File: src/rtl/avalon_mm_cmd_master.sv
// avalon_mm_cmd_master
// Command-driven Avalon-MM master. Takes single-word read/write commands on a
// valid/ready port, issues one Avalon transfer per command while honouring
// AVALON_WAITREQUEST, tracks pipelined read returns via AVALON_READDATAVALID
// and hands read data back through a show-ahead response FIFO.
//
// Ports:
//   CLK, nRST                 clock (posedge) and asynchronous active-low reset
//   CMD_VALID / CMD_READY     command handshake
//   CMD_WRITE                 1 = write, 0 = read
//   CMD_ADDR, CMD_BE,
//   CMD_WDATA                 command address, byte enables, write data
//   AVALON_*                  Avalon-MM master port toward the slave bridge
//   RSP_VALID / RSP_READY     response FIFO handshake (pop on both high)
//   RSP_DATA                  FIFO head, show-ahead, 0 when empty
//   ERR_TIMEOUT               sticky, waitrequest timeout abort occurred
//   ERR_UNEXP                 sticky, read data arrived with no read pending
module avalon_mm_cmd_master #(
  parameter int ADDR_W    = 16,
  parameter int DATA_W    = 32,
  parameter int RSP_DEPTH = 4,
  parameter int TIMEOUT   = 255
) (
  input  logic                  CLK,
  input  logic                  nRST,
  input  logic                  CMD_VALID,
  output logic                  CMD_READY,
  input  logic                  CMD_WRITE,
  input  logic [ADDR_W-1:0]     CMD_ADDR,
  input  logic [DATA_W/8-1:0]   CMD_BE,
  input  logic [DATA_W-1:0]     CMD_WDATA,
  output logic [ADDR_W-1:0]     AVALON_ADDRESS,
  output logic [DATA_W/8-1:0]   AVALON_BYTEENABLE,
  output logic                  AVALON_READ,
  output logic                  AVALON_WRITE,
  output logic [DATA_W-1:0]     AVALON_WRITEDATA,
  input  logic                  AVALON_WAITREQUEST,
  input  logic [DATA_W-1:0]     AVALON_READDATA,
  input  logic                  AVALON_READDATAVALID,
  output logic                  RSP_VALID,
  input  logic                  RSP_READY,
  output logic [DATA_W-1:0]     RSP_DATA,
  output logic                  ERR_TIMEOUT,
  output logic                  ERR_UNEXP
);

  localparam int PTR_W  = $clog2(RSP_DEPTH);
  localparam int CNT_W  = PTR_W + 1;
  localparam int WAIT_W = (TIMEOUT < 2) ? 1 : $clog2(TIMEOUT + 1);
  // The abort fires on the wait cycle that would bring the count to TIMEOUT.
  localparam logic [WAIT_W-1:0] WAIT_LAST = (TIMEOUT > 0) ? WAIT_W'(TIMEOUT - 1) : '0;

  localparam logic STATE_IDLE = 1'b0;
  localparam logic STATE_REQ  = 1'b1;

  logic              state;
  logic [WAIT_W-1:0] wait_cnt;
  logic [CNT_W-1:0]  pending;
  logic [CNT_W-1:0]  fifo_count;
  logic [PTR_W-1:0]  wr_ptr;
  logic [PTR_W-1:0]  rd_ptr;
  logic [DATA_W-1:0] mem [RSP_DEPTH];

  logic [CNT_W:0]    in_use;
  logic              credit_ok;
  logic              cmd_fire;
  logic              xfer_accept;
  logic              xfer_abort;
  logic              read_accept;
  logic              push;
  logic              pop;

  // Outstanding reads plus buffered responses may never exceed the FIFO
  // depth, so every read issued is guaranteed a slot for its data.
  assign in_use    = {1'b0, pending} + {1'b0, fifo_count};
  assign credit_ok = in_use < (CNT_W+1)'(RSP_DEPTH);

  // Gated by nRST so the port reads 0 while reset is held.
  assign CMD_READY   = nRST & (state == STATE_IDLE) & credit_ok;
  assign cmd_fire    = CMD_VALID & CMD_READY;
  assign xfer_accept = (state == STATE_REQ) & ~AVALON_WAITREQUEST;
  assign xfer_abort  = (TIMEOUT > 0) && (state == STATE_REQ) && AVALON_WAITREQUEST &&
                       (wait_cnt == WAIT_LAST);
  assign read_accept = xfer_accept & AVALON_READ;
  assign push        = AVALON_READDATAVALID & (pending != '0);
  assign pop         = RSP_VALID & RSP_READY;

  assign RSP_VALID = (fifo_count != '0);
  assign RSP_DATA  = RSP_VALID ? mem[rd_ptr] : '0;

  always_ff @(posedge CLK or negedge nRST) begin
    if (!nRST) begin
      state             <= STATE_IDLE;
      wait_cnt          <= '0;
      AVALON_ADDRESS    <= '0;
      AVALON_BYTEENABLE <= '0;
      AVALON_WRITEDATA  <= '0;
      AVALON_READ       <= 1'b0;
      AVALON_WRITE      <= 1'b0;
    end else begin
      case (state)
        STATE_IDLE: begin
          if (cmd_fire) begin
            AVALON_ADDRESS    <= CMD_ADDR;
            AVALON_BYTEENABLE <= CMD_BE;
            AVALON_WRITEDATA  <= CMD_WDATA;
            AVALON_READ       <= ~CMD_WRITE;
            AVALON_WRITE      <= CMD_WRITE;
            wait_cnt          <= '0;
            state             <= STATE_REQ;
          end
        end
        STATE_REQ: begin
          // Address/data registers are left holding their last values.
          if (xfer_accept || xfer_abort) begin
            AVALON_READ  <= 1'b0;
            AVALON_WRITE <= 1'b0;
            state        <= STATE_IDLE;
          end else if (TIMEOUT > 0) begin
            wait_cnt <= wait_cnt + WAIT_W'(1);
          end
        end
        default: state <= STATE_IDLE;
      endcase
    end
  end

  always_ff @(posedge CLK or negedge nRST) begin
    if (!nRST) begin
      ERR_TIMEOUT <= 1'b0;
      ERR_UNEXP   <= 1'b0;
    end else begin
      if (xfer_abort)
        ERR_TIMEOUT <= 1'b1;
      if (AVALON_READDATAVALID && (pending == '0))
        ERR_UNEXP <= 1'b1;
    end
  end

  always_ff @(posedge CLK or negedge nRST) begin
    if (!nRST) begin
      pending    <= '0;
      fifo_count <= '0;
      wr_ptr     <= '0;
      rd_ptr     <= '0;
    end else begin
      case ({read_accept, push})
        2'b10:   pending <= pending + CNT_W'(1);
        2'b01:   pending <= pending - CNT_W'(1);
        default: pending <= pending;
      endcase
      case ({push, pop})
        2'b10:   fifo_count <= fifo_count + CNT_W'(1);
        2'b01:   fifo_count <= fifo_count - CNT_W'(1);
        default: fifo_count <= fifo_count;
      endcase
      // Depth is a power of two, so the pointers wrap naturally.
      if (push)
        wr_ptr <= wr_ptr + PTR_W'(1);
      if (pop)
        rd_ptr <= rd_ptr + PTR_W'(1);
    end
  end

  // Storage needs no reset: RSP_DATA is masked while the FIFO is empty.
  always_ff @(posedge CLK) begin
    if (push)
      mem[wr_ptr] <= AVALON_READDATA;
  end

endmodule

File: config.mk
export PLATFORM = sky130hd
export DESIGN_NAME = avalon_mm_cmd_master
export DESIGN_NICKNAME = d
export VERILOG_FILES = /design/src/rtl/avalon_mm_cmd_master.sv
export SDC_FILE = /design/constraint.sdc
export NUM_CORES = 1
export LEC_CHECK = 0
export ABC_AREA = 1
export BUFFER_PORTS_ARGS = -buffer_cell sky130_fd_sc_hd__buf_4
export CORE_MARGIN = 2
export CORE_UTILIZATION = 58
export DETAILED_ROUTE_END_ITERATION = 10
export MAX_ROUTING_LAYER = met4
export PLACE_DENSITY = 0.84
export SLEW_MARGIN = 20
export SYNTH_ARGS = -nofsm -noshare
export SYNTH_HDL_FRONTEND = slang
export SYNTH_SLANG_ARGS = --single-unit
File: constraint.sdc
create_clock -name CLK -period 7.7 [get_ports CLK]
set_input_delay 2.31 -clock CLK [delete_from_list [all_inputs] [get_ports CLK]]
set_output_delay 2.31 -clock CLK [all_outputs]
set_load 0.1 [all_outputs]
After elaboration in Yosys (flattened, before gate mapping). Memories as Yosys holds them, arrays and structs flattened. Cells that the tools add are included.

Register bits after elaboration: 75. RAM bits: 128. Input port bits: 91. Output and inout port bits: 90. Word-level logic and storage cells: 69. Memories: 1.

Memory list: mem (depth 4, width 32, rd ports 1, clocked after Yosys merged registers in 0, wr ports 1, line 62) `logic [DATA_W-1:0] mem [RSP_DEPTH];`.

$add $sub $neg: 8. Magnitude comparators: 1. Eq/ne operators: 8. Muxes and demuxes: 16. Bitwise gates (word level): 10. Reductions and logical operators: 12.

Operators by type and width (number): 32-bit 2-to-1 mux (1); 8-bit 2-to-1 mux (2); 8-bit one-hot mux with 2 select lines (1); 3-bit one-hot mux with 2 select lines (2); 8-bit by 1-bit adder with 8-bit output (second input constant) (1); 8-bit equality test (second input constant) (1); 1-bit bitwise AND (7); 1-bit 2-to-1 mux (7); 3-bit by 1-bit adder with 3-bit output (second input constant) (2); 1-bit one-hot mux with 2 select lines (3); 2-bit AND reduction (3); 3-bit nonzero test (2); 3-bit by 1-bit subtractor with 3-bit output (second input constant) (2); 2-bit by 1-bit adder with 2-bit output (second input constant) (2); 3-bit by 3-bit adder with 4-bit output (1); 2-bit by 1-bit equality test with 1-bit output (second input constant) (2); 2-bit equality test (second input constant) (2); 4-bit by 3-bit less-than comparator with 1-bit output (second input constant) (1); 2-bit inequality test (second input constant) (2); 2-bit nonzero test (2); 1-bit logical AND (3); 3-bit logical NOT (1); 1-bit NOT (3); 2-bit by 1-bit inequality test with 1-bit output (second input constant) (1); 1-bit logical OR (1).

Longest topological paths before layout.
Depth in word-level cells: 6. Gate-level depth with buffers: 10. Depth with buffers taken out: 10.

Least setup slack after synthesis. OpenSTA, ideal clock, no wires.

Path kind: input to output. From: input port nRST. To: output port CMD_READY. Arrival: 3263 ps. Required time: 5390 ps. Slack: 2127 ps. Stages on the path: 4. Path buffers: 0. Cells stage by stage: inv_1 -> nor2_1 -> nand2_1 -> nor2_2.

Cells in the longest elaborated chain, start to end: 2.

Ends and longest elaborated chain: from (decl) (line 25) `input logic nRST,`; 1-bit bitwise AND (2 in a row) (line 79) `assign CMD_READY = nRST & (state == STATE_IDLE) & credit_ok;`; to (decl) (line 27) `output logic CMD_READY,`.

Every way passes these cells.

Final worst setup path. Same ends and word-level chain as after synthesis.

==> results.sh <==
export IMPL_outcome="complete, no violations"
export IMPL_grt_start_max_net_pins=76
export IMPL_critical_path_buf_inv_count=3
export IMPL_crit_chain="buf_4, inv_1, nor2_1, nand2_1, nor2_2, buf_4"
export IMPL_critPathMaxFanout=2
export IMPL_vias=5894
export IMPL_drv_cap=0
export IMPL_cp_arrival_ns=2.98
export IMPL_drt_first_pass_iters=4
export IMPL_num_rows=43
export IMPL_cts_sinks=203
export IMPL_drt_iter0_drc=331
export IMPL_final_max_slew_viol_count=0
export IMPL_crit_top_cell="buf_4"
export IMPL_cts_tree="done"
export IMPL_maxSlewHeadroom_pct=29.0
export IMPL_synth_distinct_cells=26
export IMPL_via_per_inst=5.22
export IMPL_synth_nets=867
export IMPL_first_global_vias=5812
export IMPL_dp_hpwl_mm=10.5
export IMPL_die_w_um=123
export IMPL_grt_usage_pct=24.2
export IMPL_layout_min_cycle_time_ns=5.29
export IMPL_crit_slowest_cell="buf_4"
export IMPL_clockRootBuffer="clkbuf_16"
export IMPL_antenna_found_initial=0
export IMPL_synthDominantCellAreaShare_pct=46.7
export IMPL_min_path_type="reg2reg"
export IMPL_port_buffer_count=180
export IMPL_finalHoldViolCount=0
export IMPL_synth_top_cell_by_area="edfxtp_1"
export IMPL_synth_area_sq_um=8230
export IMPL_ys_ff_latch=203
export IMPL_start_kind="input pin"
export IMPL_clock_latency_ns=0.48
export IMPL_yosysSeqAreaShare_pct=69.5
export IMPL_synth_async_reset_ratio_pct=36.9
export IMPL_finalCritPeriodShare_pct=68.6
export IMPL_worst_slack_ns=2.41
export IMPL_fin_cells=1130
export IMPL_antenna_cells=0
export IMPL_cts_setup_buffers=0
export IMPL_place_ws_ns=2.41
export IMPL_ant_nets=0
export IMPL_synth_most_common_cell="nand2_1"
export IMPL_worst_slew_pin_slew_ns=1.06
export IMPL_slowest_delay_ns=0.30
export IMPL_fmax_ghz=0.189
export IMPL_tns_ns=0
export IMPL_grt_pass1_wl_mm=27.5
export IMPL_path_class="in2out"
export IMPL_critPathCaptureType="output port"
export IMPL_start_util_pct=59.3
export IMPL_cts_path_max_buffers=3
export IMPL_synth_edf_count=128
export IMPL_syn_inst=764
export IMPL_yosysWarningCount=0
export IMPL_n_fill_cell=966
export IMPL_io_pins=181
export IMPL_wl_per_cell_um=15.5
export IMPL_finalSetupViolations=0
export IMPL_synth_area_leaders="edfxtp_1, dfrtp_1, nand2_1"
export IMPL_cts_buffers=21
export IMPL_rsz0062_at_grt="no"
export IMPL_core_area_sq_um=13900
export IMPL_cts_max_level=1
export IMPL_yosys_top_cells_count="nand2_1, nor2_1, edfxtp_1"
export IMPL_clk_pin_slew_ns=0.06
export IMPL_cts_hold_buffers=0
export IMPL_dp_cells=1093
export IMPL_ctsResizeCount=0
export IMPL_fin_worst_skew_ns=0.00753
export IMPL_wl_mm=17.5
export IMPL_critPathTopFamily="buffers and inverters"
export IMPL_overflow=0
export IMPL_crit_required_ns=5.39
export IMPL_drcViolationCount=0
export IMPL_dieArea_sq_um=15200
export IMPL_drive_above_1_share_pct=23.6
export IMPL_synthToLayoutAreaGrowth_pct=25.1
export IMPL_synth_flop_cell="edfxtp_1"
export IMPL_final_nets=1039
export IMPL_synth_area_per_cell_sq_um=10.8
export IMPL_gp_congestion=0.772
export IMPL_die_h_um=123
## cells in the final DEF, fill, tap and decap left out, types with 2 or more instances in the layout
cell type	instances
buf_4	185
inv_1	25
nor2_4	4
clkinv_1	5
clkbuf_1	6
fa_1	2
nand4_1	2
edfxtp_1	128
o21ai_1	43
inv_2	3
nor2_1	144
nand3_1	15
ha_1	10
o21ai_0	28
xor2_1	6
nand2_1	197
dfrtp_1	74
clkbuf_16	21
xnor2_1	4
a21oi_1	34
nand2_2	2
## flip-flops by register name (all words and copies together) (netlist names)
signal,cells
fifo_count,3
ERR_UNEXP,1
AVALON_BYTEENABLE,4
AVALON_WRITE,1
wr_ptr,2
wait_cnt,8
pending,3
mem,128
AVALON_READ,1
rd_ptr,2
AVALON_ADDRESS,16
AVALON_WRITEDATA,32
state,1
ERR_TIMEOUT,1
## area by class of cell
cell class / count / area, sq um / area share (%)
tap: 180 / 225 / 2.19
multi-input combinational: 497 / 2260 / 21.9
timing repair buffer: 185 / 1390 / 13.5
inverter: 28 / 105 / 1.02
clock inverter: 10 / 53.8 / 0.522
clock buffer: 27 / 548 / 5.32
sequential: 203 / 5720 / 55.6
## kinds of logic (layout without fill, tap and decap cells)
logic type      Yosys count  after routing  share of synthesized area [%]
xor+xnor                 10             10                           1.06
fa+ha+maj                12             12                           2.01
buf+inv                  64            250                           3.54
compound gates          107            107                           6.58
flops                   203            203                           69.5
simple gates            368            368                           17.3
## metal layers
metal  vias to the layer above  part of all wire, %  track usage (%)
met5                         -                    0                -
met4                         0                  1.8             6.75
met3                        36                  8.5             5.07
li1                       2867                    -                -
met1                      2750                   39             29.5
met2                       241                   50             41.4
## through the flow
stage	instance area, sq um	hold WS, ns	util (%)
2_1_floorplan	8230	0.488	-
3_3_place_gp	9700	0.450	69.9
3_5_place_dp	9700	0.460	69.9
4_1_cts	10300	0.478	74.2
5_1_grt	10300	0.509	74.2
6_report	10300	0.478	74.2
## worst paths after layout
check / startpoint / end / slack (ns) / cells after the start
setup / recovery: nRST / CMD_READY / 2.41 / 6
hold / removal: ERR_UNEXP / ERR_UNEXP / 0.48 / 1
setup reg to reg: fifo_count[1] / AVALON_ADDRESS[11] / 5.27 / 9
hold reg to reg: ERR_UNEXP / ERR_UNEXP / 0.48 / 1
max in group asynchronous: nRST / rd_ptr[0] / 4.99 / 2
min in group asynchronous: nRST / AVALON_WRITEDATA[28] / 2.06 / 2
Power is left out: the tool's default activity adds up to more than one toggle a clock period on the data nets, which glitch-free logic cannot reach.
